File: src/rtl/pipe_ctrl_pkg.sv
// Shared types and encodings for the pipeline sequencing controller.
// Latency: n/a (types, constants and a pure function only).
// Backpressure: n/a.
// Contents: memory wait FSM state enum, forwarding-select encodings,
// the load result-select code, and the per-operand forwarding function.
package pipe_ctrl_pkg;

  typedef enum logic [1:0] {
    IDLE = 2'd0,
    WAIT = 2'd1,
    ERR  = 2'd2
  } mem_state_e;

  localparam logic [1:0] FWD_RF      = 2'b00;
  localparam logic [1:0] FWD_WB      = 2'b01;
  localparam logic [1:0] FWD_MEM     = 2'b10;
  localparam logic [1:0] RESULT_LOAD = 2'b01;

  // Per-operand bypass select. MEM is checked first so the younger
  // producer wins when both later stages write the same register.
  function automatic logic [1:0] fwd_sel(
    input logic       we_m,
    input logic [4:0] rd_m,
    input logic       we_w,
    input logic [4:0] rd_w,
    input logic [4:0] rs
  );
    if (we_m && (rd_m != 5'd0) && (rd_m == rs)) return FWD_MEM;
    if (we_w && (rd_w != 5'd0) && (rd_w == rs)) return FWD_WB;
    return FWD_RF;
  endfunction

endpackage

File: src/rtl/pipeline_hazard_ctrl_if.sv
// Bundle of hazard-unit inputs from the datapath and the stall/flush/forward
// controls returned to it. Latency: n/a. Backpressure: n/a.
// Modports: master = datapath side (drives register ids, write enables,
// memory handshake; receives controls), slave = hazard controller side.
interface pipeline_hazard_ctrl_if;
  logic [4:0]  Rs1D, Rs2D, Rs1E, Rs2E, RdE, RdM, RdW;
  logic [1:0]  ResultSrcE;
  logic        RegWriteM, RegWriteW, PCSrcE, MemReqM, MemReadyM;
  logic [1:0]  ForwardAE, ForwardBE;
  logic        StallF, StallD, StallE, StallM;
  logic        FlushD, FlushE, FlushW;
  logic        MemErr;
  logic [31:0] PerfStall, PerfFlush;

  modport master (
    output Rs1D, Rs2D, Rs1E, Rs2E, RdE, RdM, RdW, ResultSrcE,
           RegWriteM, RegWriteW, PCSrcE, MemReqM, MemReadyM,
    input  ForwardAE, ForwardBE, StallF, StallD, StallE, StallM,
           FlushD, FlushE, FlushW, MemErr, PerfStall, PerfFlush
  );

  modport slave (
    input  Rs1D, Rs2D, Rs1E, Rs2E, RdE, RdM, RdW, ResultSrcE,
           RegWriteM, RegWriteW, PCSrcE, MemReqM, MemReadyM,
    output ForwardAE, ForwardBE, StallF, StallD, StallE, StallM,
           FlushD, FlushE, FlushW, MemErr, PerfStall, PerfFlush
  );
endinterface

File: src/rtl/mem_wait_fsm.sv
// Data-memory wait-state tracker with timeout trap.
// Latency: mem_stall is combinational (first not-ready cycle stalls); mem_err registered.
// Backpressure: mem_stall holds the pipeline while memory is not ready; ERR stalls forever.
// Ports: clk, reset (async active-high), mem_req, mem_ready -> mem_stall, mem_err.
module mem_wait_fsm
  import pipe_ctrl_pkg::*;
#(
  parameter int MEM_TIMEOUT = 16,
  parameter int CNT_W       = 8
) (
  input  logic clk,
  input  logic reset,
  input  logic mem_req,
  input  logic mem_ready,
  output logic mem_stall,
  output logic mem_err
);

  mem_state_e       state_q, state_d;
  logic [CNT_W-1:0] cnt_q, cnt_d;
  logic             mem_err_q, mem_err_d;

  always_ff @(posedge clk or posedge reset) begin
    if (reset) begin
      state_q   <= IDLE;
      cnt_q     <= '0;
      mem_err_q <= 1'b0;
    end else begin
      state_q   <= state_d;
      cnt_q     <= cnt_d;
      mem_err_q <= mem_err_d;
    end
  end

  always_comb begin
    state_d   = state_q;
    cnt_d     = cnt_q;
    mem_stall = 1'b0;
    case (state_q)
      IDLE: begin
        if (mem_req && !mem_ready) begin
          mem_stall = 1'b1;
          state_d   = WAIT;
          cnt_d     = CNT_W'(1);
        end
      end
      WAIT: begin
        // A request that vanishes mid-wait is treated as a completion so
        // the pipeline is never left frozen by a confused requester.
        if (mem_ready || !mem_req) begin
          state_d = IDLE;
          cnt_d   = '0;
        end else begin
          mem_stall = 1'b1;
          if (cnt_q == CNT_W'(MEM_TIMEOUT)) begin
            state_d = ERR;
          end else begin
            cnt_d = cnt_q + CNT_W'(1);
          end
        end
      end
      ERR: begin
        mem_stall = 1'b1;
      end
      default: begin
        state_d = IDLE;
        cnt_d   = '0;
      end
    endcase
    mem_err_d = (state_d == ERR);
  end

  assign mem_err = mem_err_q;

endmodule

File: src/rtl/pipeline_hazard_ctrl.sv
// Stall/flush/forward sequencing for the 5-stage RV32I pipeline registers.
// Latency: all controls combinational off inputs and FSM state; MemErr registered.
// Backpressure: memory not-ready freezes F..M and bubbles MEM/WB; load-use holds F/D.
// Ports: clk, reset (async active-high), hz (slave modport: register ids, write
// enables, ResultSrcE, PCSrcE, MemReqM/MemReadyM in; Forward*, Stall*, Flush*,
// MemErr, PerfStall/PerfFlush out). Optional macro HAZARD_PERF_CNT_EN enables
// the 32-bit stall/flush event counters; otherwise they read 0.
module pipeline_hazard_ctrl
  import pipe_ctrl_pkg::*;
#(
  parameter int MEM_TIMEOUT = 16,
  parameter int CNT_W       = 8
) (
  input  logic                  clk,
  input  logic                  reset,
  pipeline_hazard_ctrl_if.slave hz
);

  logic lw_stall;
  logic mem_stall;
  logic stall_fd;
  logic flush_d;
  logic flush_e;

  mem_wait_fsm #(
    .MEM_TIMEOUT (MEM_TIMEOUT),
    .CNT_W       (CNT_W)
  ) u_mem_wait_fsm (
    .clk       (clk),
    .reset     (reset),
    .mem_req   (hz.MemReqM),
    .mem_ready (hz.MemReadyM),
    .mem_stall (mem_stall),
    .mem_err   (hz.MemErr)
  );

  always_comb begin
    lw_stall = (hz.ResultSrcE == RESULT_LOAD) && (hz.RdE != 5'd0) &&
               ((hz.RdE == hz.Rs1D) || (hz.RdE == hz.Rs2D));
  end

  assign hz.ForwardAE = fwd_sel(hz.RegWriteM, hz.RdM, hz.RegWriteW, hz.RdW, hz.Rs1E);
  assign hz.ForwardBE = fwd_sel(hz.RegWriteM, hz.RdM, hz.RegWriteW, hz.RdW, hz.Rs2E);

  // A memory stall masks flushes: E is frozen, so a taken branch stays
  // presented and is acted on in the first cycle after the stall clears.
  assign stall_fd  = lw_stall | mem_stall;
  assign flush_d   = hz.PCSrcE & ~mem_stall;
  assign flush_e   = (lw_stall | hz.PCSrcE) & ~mem_stall;

  assign hz.StallF = stall_fd;
  assign hz.StallD = stall_fd;
  assign hz.StallE = mem_stall;
  assign hz.StallM = mem_stall;
  assign hz.FlushW = mem_stall;
  assign hz.FlushD = flush_d;
  assign hz.FlushE = flush_e;

`ifdef HAZARD_PERF_CNT_EN
  logic [31:0] perf_stall_q, perf_stall_d;
  logic [31:0] perf_flush_q, perf_flush_d;

  always_comb begin
    perf_stall_d = perf_stall_q + {31'd0, stall_fd};
    perf_flush_d = perf_flush_q + {31'd0, (flush_d | flush_e)};
  end

  always_ff @(posedge clk or posedge reset) begin
    if (reset) begin
      perf_stall_q <= '0;
      perf_flush_q <= '0;
    end else begin
      perf_stall_q <= perf_stall_d;
      perf_flush_q <= perf_flush_d;
    end
  end

  assign hz.PerfStall = perf_stall_q;
  assign hz.PerfFlush = perf_flush_q;
`else
  assign hz.PerfStall = 32'd0;
  assign hz.PerfFlush = 32'd0;
`endif

endmodule

File: src/flat_wrapper.sv
// flat-port wrapper written by rule: the top's interface ports become plain ports
module pipeline_hazard_ctrl_flat import pipe_ctrl_pkg::*;
#(
  parameter int MEM_TIMEOUT = 16,
  parameter int CNT_W       = 8
)
  (clk, reset, hz_Rs1D, hz_Rs2D, hz_Rs1E, hz_Rs2E, hz_RdE, hz_RdM, hz_RdW, hz_ResultSrcE, hz_RegWriteM, hz_RegWriteW, hz_PCSrcE, hz_MemReqM, hz_MemReadyM, hz_ForwardAE, hz_ForwardBE, hz_StallF, hz_StallD, hz_StallE, hz_StallM, hz_FlushD, hz_FlushE, hz_FlushW, hz_MemErr, hz_PerfStall, hz_PerfFlush);
  pipeline_hazard_ctrl_if hz_i ();
  input  logic clk;
  input  logic reset;
  input wire logic [$bits(hz_i.Rs1D)-1:0] hz_Rs1D;
  input wire logic [$bits(hz_i.Rs2D)-1:0] hz_Rs2D;
  input wire logic [$bits(hz_i.Rs1E)-1:0] hz_Rs1E;
  input wire logic [$bits(hz_i.Rs2E)-1:0] hz_Rs2E;
  input wire logic [$bits(hz_i.RdE)-1:0] hz_RdE;
  input wire logic [$bits(hz_i.RdM)-1:0] hz_RdM;
  input wire logic [$bits(hz_i.RdW)-1:0] hz_RdW;
  input wire logic [$bits(hz_i.ResultSrcE)-1:0] hz_ResultSrcE;
  input wire logic [$bits(hz_i.RegWriteM)-1:0] hz_RegWriteM;
  input wire logic [$bits(hz_i.RegWriteW)-1:0] hz_RegWriteW;
  input wire logic [$bits(hz_i.PCSrcE)-1:0] hz_PCSrcE;
  input wire logic [$bits(hz_i.MemReqM)-1:0] hz_MemReqM;
  input wire logic [$bits(hz_i.MemReadyM)-1:0] hz_MemReadyM;
  output wire logic [$bits(hz_i.ForwardAE)-1:0] hz_ForwardAE;
  output wire logic [$bits(hz_i.ForwardBE)-1:0] hz_ForwardBE;
  output wire logic [$bits(hz_i.StallF)-1:0] hz_StallF;
  output wire logic [$bits(hz_i.StallD)-1:0] hz_StallD;
  output wire logic [$bits(hz_i.StallE)-1:0] hz_StallE;
  output wire logic [$bits(hz_i.StallM)-1:0] hz_StallM;
  output wire logic [$bits(hz_i.FlushD)-1:0] hz_FlushD;
  output wire logic [$bits(hz_i.FlushE)-1:0] hz_FlushE;
  output wire logic [$bits(hz_i.FlushW)-1:0] hz_FlushW;
  output wire logic [$bits(hz_i.MemErr)-1:0] hz_MemErr;
  output wire logic [$bits(hz_i.PerfStall)-1:0] hz_PerfStall;
  output wire logic [$bits(hz_i.PerfFlush)-1:0] hz_PerfFlush;
  assign hz_i.Rs1D = hz_Rs1D;
  assign hz_i.Rs2D = hz_Rs2D;
  assign hz_i.Rs1E = hz_Rs1E;
  assign hz_i.Rs2E = hz_Rs2E;
  assign hz_i.RdE = hz_RdE;
  assign hz_i.RdM = hz_RdM;
  assign hz_i.RdW = hz_RdW;
  assign hz_i.ResultSrcE = hz_ResultSrcE;
  assign hz_i.RegWriteM = hz_RegWriteM;
  assign hz_i.RegWriteW = hz_RegWriteW;
  assign hz_i.PCSrcE = hz_PCSrcE;
  assign hz_i.MemReqM = hz_MemReqM;
  assign hz_i.MemReadyM = hz_MemReadyM;
  assign hz_ForwardAE = hz_i.ForwardAE;
  assign hz_ForwardBE = hz_i.ForwardBE;
  assign hz_StallF = hz_i.StallF;
  assign hz_StallD = hz_i.StallD;
  assign hz_StallE = hz_i.StallE;
  assign hz_StallM = hz_i.StallM;
  assign hz_FlushD = hz_i.FlushD;
  assign hz_FlushE = hz_i.FlushE;
  assign hz_FlushW = hz_i.FlushW;
  assign hz_MemErr = hz_i.MemErr;
  assign hz_PerfStall = hz_i.PerfStall;
  assign hz_PerfFlush = hz_i.PerfFlush;
  pipeline_hazard_ctrl #(.MEM_TIMEOUT(MEM_TIMEOUT), .CNT_W(CNT_W)) u_core (.clk(clk), .reset(reset), .hz(hz_i));
endmodule
File: config.mk
export PLATFORM = sky130hd
export DESIGN_NAME = pipeline_hazard_ctrl_flat
export DESIGN_NICKNAME = d
export VERILOG_FILES = /design/src/rtl/pipe_ctrl_pkg.sv /design/src/rtl/pipeline_hazard_ctrl_if.sv /design/src/rtl/mem_wait_fsm.sv /design/src/rtl/pipeline_hazard_ctrl.sv /design/src/flat_wrapper.sv
export SDC_FILE = /design/constraint.sdc
export NUM_CORES = 1
export LEC_CHECK = 0
export CAP_MARGIN = 30
export CORE_MARGIN = 3
export CORE_UTILIZATION = 30
export CTS_CLUSTER_SIZE = 20
export DETAILED_ROUTE_END_ITERATION = 6
export GPL_ROUTABILITY_DRIVEN = 0
export GPL_TIMING_DRIVEN = 0
export PLACE_DENSITY = 0.83
export REMOVE_ABC_BUFFERS = 1
export SLEW_MARGIN = 20
export SYNTH_ARGS = -nofsm -noshare
export SYNTH_HDL_FRONTEND = slang
export SYNTH_SLANG_ARGS = --single-unit
export TNS_END_PERCENT = 20
File: constraint.sdc
create_clock -name clk -period 1.7 [get_ports clk]
set_input_delay 0.34 -clock clk [delete_from_list [all_inputs] [get_ports clk]]
set_output_delay 0.34 -clock clk [all_outputs]
set_load 0.005 [all_outputs]
### After elaboration in Yosys (flattened, before gate mapping)

Index checks and enable logic that the tools add are counted.
Widths: inputs -> output; s select.

* add/subtract/negate cells: 1
* multiply operators: 0
* divide/modulo/power cells: 0
* order comparisons: 0
* equality and inequality tests: 13
* shift-type cells: 0
* muxes and demuxes: 25
* bitwise operators: 6
* reduce and logical (&&, ||, !) cells: 18

Operators by type and width (number)
* $eq 5x5->1: 6
* $mux 8: 3
* $pmux 8 s3: 1
* $mux 2: 11
* $reduce_bool 5->1: 3
* $logic_and 1x1->1: 9
* $add 8x1->8 const B: 1
* $eq 8x5->1 const B: 1
* $mux 1: 8
* $pmux 2 s3: 1
* $eq 2x1->1 const B: 2
* $eq 2x2->1 const B: 2
* $ne 3x3->1 const B: 1
* $pmux 1 s3: 1
* $reduce_and 3->1: 1
* $and 1x1->1: 2
* $logic_not 1->1: 2
* $logic_not 2->1: 1
* $logic_or 1x1->1: 2
* $ne 2x2->1 const B: 1
* $not 1->1: 2
* $or 1x1->1: 2

* register bits after elaboration: 11
* bits in latches: 0
* memory bits (writable): 0
* bits in read-only memories: 0
* input port bits: 44
* output and inout port bits: 76
* memories: 0

### Longest topological paths before layout

Gate-level depths: netlist (run 1).

* depth in word-level cells: 7
* depth in mapped cells: 5

### By module

A second synthesis (run 1) with hierarchy kept.

* cells, all modules: 188
* area total of the unflattened synthesis: 1579.0 µm²

Modules (own cells, without submodules)
* pipeline_hazard_ctrl: times used 1, cells each 123, area each 938.4 µm²
* mem_wait_fsm: times used 1, cells each 65, area each 640.6 µm²

### Worst setup path before layout (run 1)

OpenSTA, ideal clock, no wires.

* kind: in2out
* start point: input port hz_RdM[0]
* end point: output port hz_ForwardAE[0]
* arrival: 1.380 ns
* path slack: -0.020 ns
* stages on the path: 4
* buffers on the path: 0
* cell sequence: or4_1 > o21ai_2 > nor4_1 > nor4_2

* word-level cells in the longest chain between the ends: 5
* elaborated cells on any way between the ends: 6
* those cells by class: 1 x eq/ne; 2 x mux; 3 x reduce/logical

RTL lines
* from (decl): line flat_wrapper.sv:16 `input wire logic [$bits(hz_i.RdM)-1:0] hz_RdM;`
* $reduce_bool 5->1: line pipe_ctrl_pkg.sv:28 `if (we_m && (rd_m != 5'd0) && (rd_m == rs)) return FWD_MEM;`
* $logic_and 1x1->1: line pipe_ctrl_pkg.sv:28
* $logic_and 1x1->1 (*): line pipe_ctrl_pkg.sv:28
* $mux 1 (*): line pipe_ctrl_pkg.sv:28
* $mux 2 (*): line pipe_ctrl_pkg.sv:29 `if (we_w && (rd_w != 5'd0) && (rd_w == rs)) return FWD_WB;`
* to (decl): line flat_wrapper.sv:24 `output wire logic [$bits(hz_i.ForwardAE)-1:0] hz_ForwardAE;`

Mark *: on every way between the ends. The rest lies on a longest branch, timed or not.

### Worst setup path in the final report (run 1)

* start point: input port hz_Rs1E[1]
* end point: output port hz_ForwardAE[0]

* word-level cells in the longest chain between the ends: 6
* elaborated cells on any way between the ends: 10
* those cells by class: 2 x eq/ne; 6 x mux; 2 x reduce/logical

RTL lines
* from (decl): line flat_wrapper.sv:13 `input wire logic [$bits(hz_i.Rs1E)-1:0] hz_Rs1E;`
* $eq 5x5->1: line pipe_ctrl_pkg.sv:29
* $logic_and 1x1->1: line pipe_ctrl_pkg.sv:29
* $mux 1 (2 in a row): line pipe_ctrl_pkg.sv:29
* $mux 2: line pipe_ctrl_pkg.sv:30 `return FWD_RF;`
* $mux 2 (*): line pipe_ctrl_pkg.sv:29

Mark *: on every way between the ends. The rest lies on a longest branch, timed or not. The select of a mux whose other input is x is not followed.

==> flow_summary.yaml, run 1 <==
outcome:
  outcome: "finished, violations left"
  violations: "negative setup slack"
synthesis:
  synth_area_mm2: 0.00152
  synth_edf_count: 0
  ys_types: 36
  ys.flop_type: "dfrtp_1"
  ys_seq_area_share_pct: 18.1
  yosys_warnings: 0
  synth-seq-cells: 11
  syn_inst: 187
  syn_avg_cell_area_um2: 8.13
  async_flop_share_pct: 100
cells_and_area:
  multi_input_area_mm2: 0.00108
  antenna-diode-count: 0
  area_delta_synth_final_pct: 33.1
  seqCellArea_um2: 277
  n_fill_cell: 488
  nets: 294
  drive_gt1_share_pct: 24.3
  stdcell_count: 314
  utilization_pct: 42.0
clock_network:
  cts_tree: "built"
  hold_buffers: 0
  clockBufferDepth: 2
  cts-root-buf: "clkbuf_8"
  cts_inserted_buffers: 3
  clkTransAtPathRegs_ns: 0.05
  insertion_delay_ns: 0.24
  htree_levels: 1
  clock_sinks: 11
place:
  io_buffers: 55
  dp.cells: 304
  hpwlAfterDp_um: 2900
power_and_ir_drop:
  switchingPower_uw: 282
  p_seq_share_pct: 31.7
  p_clk_share_pct: 30.7
  power.density_mw_per_mm2: 430
  p_sw_share_pct: 32.4
  p_int_uw: 589
  ir_drop_mv: 0.281
  p_leak_uw: 0.000970
  comb_power_share_pct: 37.7
sta:
  slew_violations: 0
  finalSetupTns_ns: -0.694
  fin_worst_skew_ns: 0.00161
  period_share_pct: 112
  period_needed_ns: 1.90
  setup_ws_ns: -0.201
  setup_viol: 7
  rsz0062_at_grt: "yes"
  max_freq_mhz: 526
  hold_viol: 0
floorplanning:
  die_w_um: 77.2
  num_io_pins: 120
  start_util_pct: 31.6
  die-area_mm2: 0.00596
  dieHeight_um: 77.2
  rows: 25
  core_area_mm2: 0.00482
global_routing:
  grt_pass1_vias: 1204
  grt_max_degree: 12
  overflow: 0
  antenna_found_initial: 0
  grt_use_total_pct: 11.2
  grt_pass1_wl_um: 5380
setup_path:
  crit_fanout: 2
  worstPathRequired_ns: 1.36
  crit_family: "simple AND/OR/NAND/NOR gates"
  cp_slowest_cell: "or4_4"
  max_stage_delay_ns: 0.55
  worst-path-buf-inv: 2
  path_class: "in2out"
  end_kind: "primary output"
  arrival_ns: 1.56
  critPathLaunchType: "input pin"
  cp_cell_sequence: "buf_8 -> xor2_1 -> or4_4 -> nor4_4 -> buf_2"
detailed_routing:
  drc_errors: 0
  viasPerCell: 4.10
  wl_um: 3770
  vias: 1288
  wl_per_cell_um: 12.0
  drtAntennaViolNets: 0
  drt_pass1_iterations: 4
  drt_iter0_drc: 17
flow_run:
  maxCapViolCount: 0
hold_path:
  hold_class: "in2async"
-- final timing paths --
check | slack (ns) | endpoint | cells past startpoint | start
setup / recovery | -0.20 | hz_ForwardAE[0] | 5 | hz_Rs1E[1]
setup reg to reg | 0.15 | u_core.u_mem_wait_fsm.cnt_q[7] | 4 | u_core.u_mem_wait_fsm.state_q[1]
max in group asynchronous | 0.98 | u_core.u_mem_wait_fsm.state_q[1] | 2 | reset
min in group clk | 0.48 | u_core.u_mem_wait_fsm.cnt_q[7] | 1 | u_core.u_mem_wait_fsm.cnt_q[7]
hold reg to reg | 0.48 | u_core.u_mem_wait_fsm.cnt_q[7] | 1 | u_core.u_mem_wait_fsm.cnt_q[7]
hold / removal | 0.39 | u_core.u_mem_wait_fsm.state_q[0] | 2 | reset
-- area by class of cell --
cell class	count	share of cell area (%)
multi-input combinational	165	53.4
timing repair buffer	61	25.4
sequential	11	13.7
tap	67	4.14
clock buffer	4	2.23
inverter	6	1.11
-- routing by layer --
metal | GRT usage, % | part of all wire (%) | up-vias | routed length, µm
li1 | - | - | 618 | -
met1 | 11.7 | 34 | 591 | 1290
met2 | 21.5 | 57 | 70 | 2130
met3 | 1.53 | 7.1 | 9 | 267
met4 | 5.34 | 2.3 | 0 | 85
met5 | 0 | 0 | - | 0
-- metrics by stage --
stage	cell area (µm²)	worst slack [ns]	power, µW	hold slack [ns]
6_report	2020	-0.201	871	0.394
4_1_cts	1990	-0.258	858	0.401
3_3_place_gp	1880	-1.15	575	0.477
3_5_place_dp	1880	-1.16	582	0.482
5_1_grt	2020	-0.257	924	0.446
2_1_floorplan	1250	-0.0205	413	0.192
-- Yosys cell counts (3+ instances only) --
cell,instances,area [µm²]
inv_1,6,22.5
xor2_1,24,210
o21ai_0,6,30.0
or4_1,4,30.0
nand2_1,7,26.3
nor3_1,4,20.0
buf_4,67,503
a21oi_1,3,15.0
dfrtp_1,11,275
nor2_1,9,33.8
nand3_1,5,25.0
xnor2_1,8,70.1
-- what timing repair did --
action | in CTS | in global routing
pin swaps | 25 | 6
buffers inserted | 6 | 0
gates resized for setup | 165 | 16
endpoints found under the setup margin | 16 | 11
-- cell families (layout without fill, tap and decap cells) --
group	Yosys count	in the layout	synth area share, %
buffers and inverters	74	71	34.8
and+or+nand+nor	42	42	15.5
xor gates and xnor gates	32	32	18.4
AOI/OAI and AO/OA	25	25	11.3
DFF	11	11	18.1
adders and majority gates	2	2	1.65
other	1	64	0.247
-- power groups by stage --
stage	registers, µW	clock network [µW]	logic, µW
floorplan	278	0	135
CTS	276	270	312
global placement	279	0	296
global route	276	289	358
finish	276	267	328
detailed placement	280	0	302
-- cell usage in the layout (no fill, tap or decap), types with 2 or more instances in the layout --
cell type,n
nand3_1,5
or4_4,4
xor2_1,23
inv_2,2
nand2_1,7
buf_2,15
ha_1,2
dlygate4sd2_1,14
buf_6,7
clkdlybuf4s50_1,5
o22ai_1,2
nand4_1,2
clkbuf_8,3
xnor2_1,8
a21oi_1,2
conb_1,64
clkbuf_2,2
buf_4,6
dfrtp_1,10
inv_1,4
nor2_1,9
clkdlybuf4s15_1,9
o31ai_1,2
o21ai_2,2
o2bb2ai_1,2
buf_8,2
o21ai_0,5
nor4_4,3
nor3_2,3
-- state kept, by name, summed over array words and instances (netlist names) --
register                       flops
u_core.u_mem_wait_fsm.cnt_q        8
u_core.u_mem_wait_fsm.mem_err      1
u_core.u_mem_wait_fsm.state_q      2
(Power assumes the default switching activity.)
==> run 2: changes to the inputs <==
Settings changed: PLACE_DENSITY 0.83 to not set, PLACE_DENSITY_LB_ADDON set to 0.1.
==> run 2 against run 1 <==
The flow still finishes with violations (negative setup slack). Sequential share of layout area increased by 0.65 points. Total power decreased by 3.3%. Final area decreased by 4.1%. Sequential power about the same. Clock power decreased by 2%. Combinational power decreased by 7.3%. Hold slack improved by 0.0090 ns. Register-to-register slack improved by 0.07 ns. Clock skew increased by 0.0021 ns. Routed wire length decreased by 9.3%. Cell count decreased by 0.96%. Non-clock buffer count decreased by 3.
==> flow_summary.yaml, run 2 (synthesized netlist as in run 1, its figures left out) <==
outcome:
  outcome: "finished, violations left"
  violations: "negative setup slack"
cells_and_area:
  largest-register: "u_core.u_mem_wait_fsm.cnt_q"
  utilization_pct: 40.3
  final_cell_mix: "64 x conb_1, 24 x xor2_1, 20 x dlygate4sd2_1"
  area_delta_synth_final_pct: 27.7
  final_area_mm2: 0.00194
  antenna-diode-count: 0
  layout_commonest_cell: "conb_1"
  drive_gt1_share_pct: 21.7
  largest_register_ffs: 8
  nets: 291
setup_path:
  reg2reg_from: "u_core.u_mem_wait_fsm.cnt_q[2]"
  cp_cell_sequence: "buf_8 -> or4_4 -> o21ai_4 -> buf_6 -> nor4_4 -> nor4_2 -> buf_2"
  crit_start: "hz_RdM[4]"
  regToRegSetupSlack_ns: 0.22
  cp_slowest_cell: "or4_4"
  crit_fanout: 3
  path_class: "in2out"
  rr_endpoint: "u_core.u_mem_wait_fsm.cnt_q[0]"
  worstPathRequired_ns: 1.36
  arrival_ns: 1.61
  critPathLaunchType: "input pin"
  max_stage_delay_ns: 0.54
  r2r_cells: 4
  end_kind: "primary output"
global_routing:
  grt_max_degree: 12
  antenna_found_initial: 0
  grt_pass1_vias: 1144
  grt_pass1_wl_um: 5390
  grt_use_total_pct: 11.0
  overflow: 0
sta:
  setup_ws_ns: -0.250
  rsz0062_at_grt: "yes"
  slew_violations: 0
  period_share_pct: 115
  setup_viol: 7
  period_needed_ns: 1.95
  max_freq_mhz: 513
  hold_viol: 0
  fin_worst_skew_ns: 0.00370
power_and_ir_drop:
  p_seq_share_pct: 32.8
  p_clk_share_pct: 31.1
  p_total_uw: 842
  p_sw_share_pct: 31.7
  ir_drop_mv: 0.157
  p_int_uw: 575
  switchingPower_uw: 266
  power.density_mw_per_mm2: 434
  comb_power_share_pct: 36.1
  p_leak_uw: 0.000927
detailed_routing:
  drt_iter0_drc: 19
  viasPerCell: 3.91
  vias: 1217
  drc_errors: 0
  drtAntennaViolNets: 0
  wl_per_cell_um: 11.0
  drt_pass1_iterations: 4
  wl_um: 3420
clock_network:
  cts_tree: "built"
  clkTransAtPathRegs_ns: 0.05
  cts-root-buf: "clkbuf_8"
  insertion_delay_ns: 0.24
  cts_inserted_buffers: 3
  clock_sinks: 11
  clockBufferDepth: 2
  htree_levels: 1
place:
  place_area_mm2: 0.00188
  hpwlAfterDp_um: 2900
  io_buffers: 55
  post-place-ws_ns: -1.14
floorplanning:
  start_util_pct: 31.6
  num_io_pins: 120
  core_area_mm2: 0.00482
  die-area_mm2: 0.00596
  rows: 25
  dieHeight_um: 77.2
  die_w_um: 77.2
hold_path:
  hold_class: "in2async"
flow_run:
  maxCapViolCount: 0
[run 2: cell types whose count changed in the layout (fill, tap and decap cells not counted), moves of 4 or more]
cell and delta:
clkdlybuf4s15_1 -7, clkdlybuf4s50_1 +4, buf_6 -4, buf_2 +4, dlygate4sd2_1 +6, buf_4 -5
[run 2: stage by stage]
stage               std cells  hold WS [ns]  setup TNS, ns
detailed placement        304         0.489         -13.22
floorplan                 182         0.192        -0.0409
global placement          304         0.488         -14.05
finish                    311         0.403         -0.836
global route              311         0.455          -1.19
CTS                       311         0.429         -0.852
[run 2: worst max-delay path by stage]
stage,to,slack (ns)
floorplan,hz_ForwardAE[0],-0.02
global placement,hz_FlushE,-1.20
detailed placement,hz_FlushE,-1.14
CTS,hz_ForwardAE[0],-0.25
global route,hz_ForwardAE[0],-0.30
finish,hz_ForwardAE[0],-0.25
[run 2: final cells by class]
cell class / instances / area, µm²
inverter: 6 / 22.5
timing repair buffer: 58 / 458
sequential: 11 / 278
multi-input combinational: 165 / 1050
tap: 67 / 83.8
fill: 536 / 2880
clock buffer: 4 / 45.0
[run 2: per-layer routing]
layer / share of wire, % / up-vias / track usage, %
met5: 0 / - / 0
met4: 0.85 / 0 / 3.74
met3: 7.8 / 4 / 2.35
met2: 53 / 55 / 19.4
met1: 38 / 546 / 13.2
li1: - / 612 / -
[run 2: worst max-delay path, delay by kind of cell]
| family | cells | cell delay (ns) |
|---|---|---|
| buffers and inverters | 3 | 0.37 |
| AOI/OAI and AO/OA | 1 | 0.18 |
| and+or+nand+nor | 3 | 0.72 |
[run 2: power by group through the flow]
stage	registers, µW	clock network, µW	logic (µW)
finish	276	262	304
global route	278	288	337
detailed placement	280	0	301
floorplan	278	0	135
global placement	280	0	302
CTS	276	265	298
[run 2: timing repair]
item | CTS | global route
buffers inserted | 3 | 0
endpoints found under the setup margin | 16 | 12
resized for setup | 138 | 10
pin swaps | 15 | 1
hold buffers | 0 | 0
==> run 3: changes to the inputs <==
Settings changed: PLACE_DENSITY set to 0.73, PLACE_DENSITY_LB_ADDON 0.1 to not set.
==> run 3 against run 2 <==
The run still ends with negative setup slack left. Maximum frequency up 1.7%. Critical path depth down 2. Largest power group unchanged. Hold slack worse by 0.015 ns. Final area up 1.9%. Sequential share of layout area decreased by 0.33 points. Die area did not move.
==> flow_summary.yaml, run 3 (synthesized netlist as in run 1, its figures left out) <==
power_and_ir_drop:
  p_seq_share_pct: 32.1
  switchingPower_uw: 276
  p_leak_uw: 0.000963
  p_clk_share_pct: 31.5
  power.density_mw_per_mm2: 434
  p_int_uw: 583
  p_sw_share_pct: 32.1
  comb_power_share_pct: 36.5
  ir_drop_mv: 0.199
cells_and_area:
  drive_gt1_share_pct: 22.5
  area_delta_synth_final_pct: 30.1
  final_cell_mix: "64 x conb_1, 24 x xor2_1, 22 x dlygate4sd2_1"
  largest-register: "u_core.u_mem_wait_fsm.cnt_q"
  multi_input_area_mm2: 0.00104
  n_fill_cell: 502
  nets: 296
  seqCellArea_um2: 277
  largest_register_ffs: 8
  layout_commonest_cell: "conb_1"
  antenna-diode-count: 0
  final_area_mm2: 0.00198
sta:
  fin_worst_skew_ns: 0.00216
  fin_hold_ws_ns: 0.388
  hold_viol: 0
  max_freq_mhz: 522
  rsz0062_at_grt: "yes"
  slew_violations: 0
  setup_ws_ns: -0.217
  period_needed_ns: 1.92
  period_share_pct: 113
  setup_viol: 7
clock_network:
  cts_inserted_buffers: 3
  htree_levels: 1
  insertion_delay_ns: 0.24
  clockBufferDepth: 2
  hold_buffers: 0
  cts_tree: "built"
  clock_sinks: 11
  cts-root-buf: "clkbuf_8"
  clkTransAtPathRegs_ns: 0.05
floorplanning:
  start_util_pct: 31.6
  core_area_mm2: 0.00482
  die-area_mm2: 0.00596
  num_io_pins: 120
  dieHeight_um: 77.2
  rows: 25
  die_w_um: 77.2
detailed_routing:
  drc_errors: 0
  wl_met2_um: 1790
  vias: 1256
  drt_iter0_drc: 33
  viasPerCell: 3.97
  met3_wirelength_um: 335
  dr.max_layer_used: "met4"
  drt_pass1_iterations: 4
  wl_per_cell_um: 10.9
  drtAntennaViolNets: 0
  wl_um: 3450
  met1Wirelength_um: 1250
outcome:
  violations: "negative setup slack"
  outcome: "finished, violations left"
setup_path:
  worst-path-buf-inv: 2
  cpMostUsedCell: "buf_2"
  worstPathRequired_ns: 1.36
  cp_slowest_cell: "or4_4"
  path_class: "in2out"
  crit_fanout: 3
  cp_cell_sequence: "buf_2 -> xor2_1 -> or4_4 -> nor4_2 -> buf_2"
  arrival_ns: 1.58
  max_stage_delay_ns: 0.54
  end_kind: "primary output"
  crit_family: "simple AND/OR/NAND/NOR gates"
  critPathLaunchType: "input pin"
flow_run:
  maxCapViolCount: 0
place:
  io_buffers: 55
  hpwlAfterDp_um: 2750
  place_area_mm2: 0.00188
global_routing:
  grt_pass1_vias: 1217
  antenna_found_initial: 0
  grt_use_total_pct: 11.1
  overflow: 0
  grt_max_degree: 12
  grt_pass1_wl_um: 5440
hold_path:
  hold_class: "in2async"
[run 3: cell types whose count changed in the layout (fill, tap and decap cells not counted), sizes merged]
cell           change
clkbuf             -2
buf                +6
clkdlybuf4s15      +1
dlygate4sd2        +2
clkdlybuf4s50      -2
[run 3: path summary, 6_finish.rpt]
| check | startpoint | end | cells past startpoint | slack [ns] |
|---|---|---|---|---|
| worst max-delay path | hz_RdW[1] | hz_ForwardAE[0] | 5 | -0.22 |
| worst min-delay path | reset | u_core.u_mem_wait_fsm.mem_err | 2 | 0.39 |
| worst max register to register | u_core.u_mem_wait_fsm.state_q[1] | u_core.u_mem_wait_fsm.cnt_q[7] | 4 | 0.14 |
| worst min register to register | u_core.u_mem_wait_fsm.cnt_q[7] | u_core.u_mem_wait_fsm.cnt_q[7] | 1 | 0.49 |
| max in group asynchronous | reset | u_core.u_mem_wait_fsm.state_q[1] | 2 | 0.99 |
| min in group clk | u_core.u_mem_wait_fsm.cnt_q[7] | u_core.u_mem_wait_fsm.cnt_q[7] | 1 | 0.49 |
[run 3: cell type report]
| class | count | share of cell area, % |
|---|---|---|
| multi-input cells | 165 | 52.8 |
| repair buffers | 63 | 25.6 |
| inverters | 6 | 1.14 |
| well taps | 67 | 4.24 |
| flip-flops and latches | 11 | 14.0 |
| clock buffers | 4 | 2.28 |
[run 3: stage by stage]
stage	instances	util (%)	TNS, ns	setup slack, ns	total power, µW
2_1_floorplan	182	-	-0.0409	-0.0205	413
3_3_place_gp	304	39.1	-11.87	-1.06	574
3_5_place_dp	304	39.1	-11.70	-1.06	579
4_1_cts	316	41.1	-0.755	-0.239	861
5_1_grt	316	41.1	-1.66	-0.303	914
6_report	316	41.1	-0.694	-0.217	859
[run 3: routing by layer]
layer,GRT usage [%],up-vias
li1,-,620
met3,2.82,7
met2,19.7,64
met5,0,-
met1,12.3,565
met4,5.34,0
[run 3: power by group through the flow]
stage	Sequential (µW)	Combinational (µW)	Clock [µW]
global placement	279	295	0
CTS	275	308	277
floorplan	278	135	0
finish	275	313	270
detailed placement	279	299	0
global route	276	348	290
[run 3: repair_timing]
item                                    in CTS  in global routing
endpoints found under the setup margin      16                 12
cloned                                       0                  0
pin swaps                                   20                  2
hold endpoints to repair                     0                  0
setup buffers                                8                  0
gates resized for setup                    150                  0
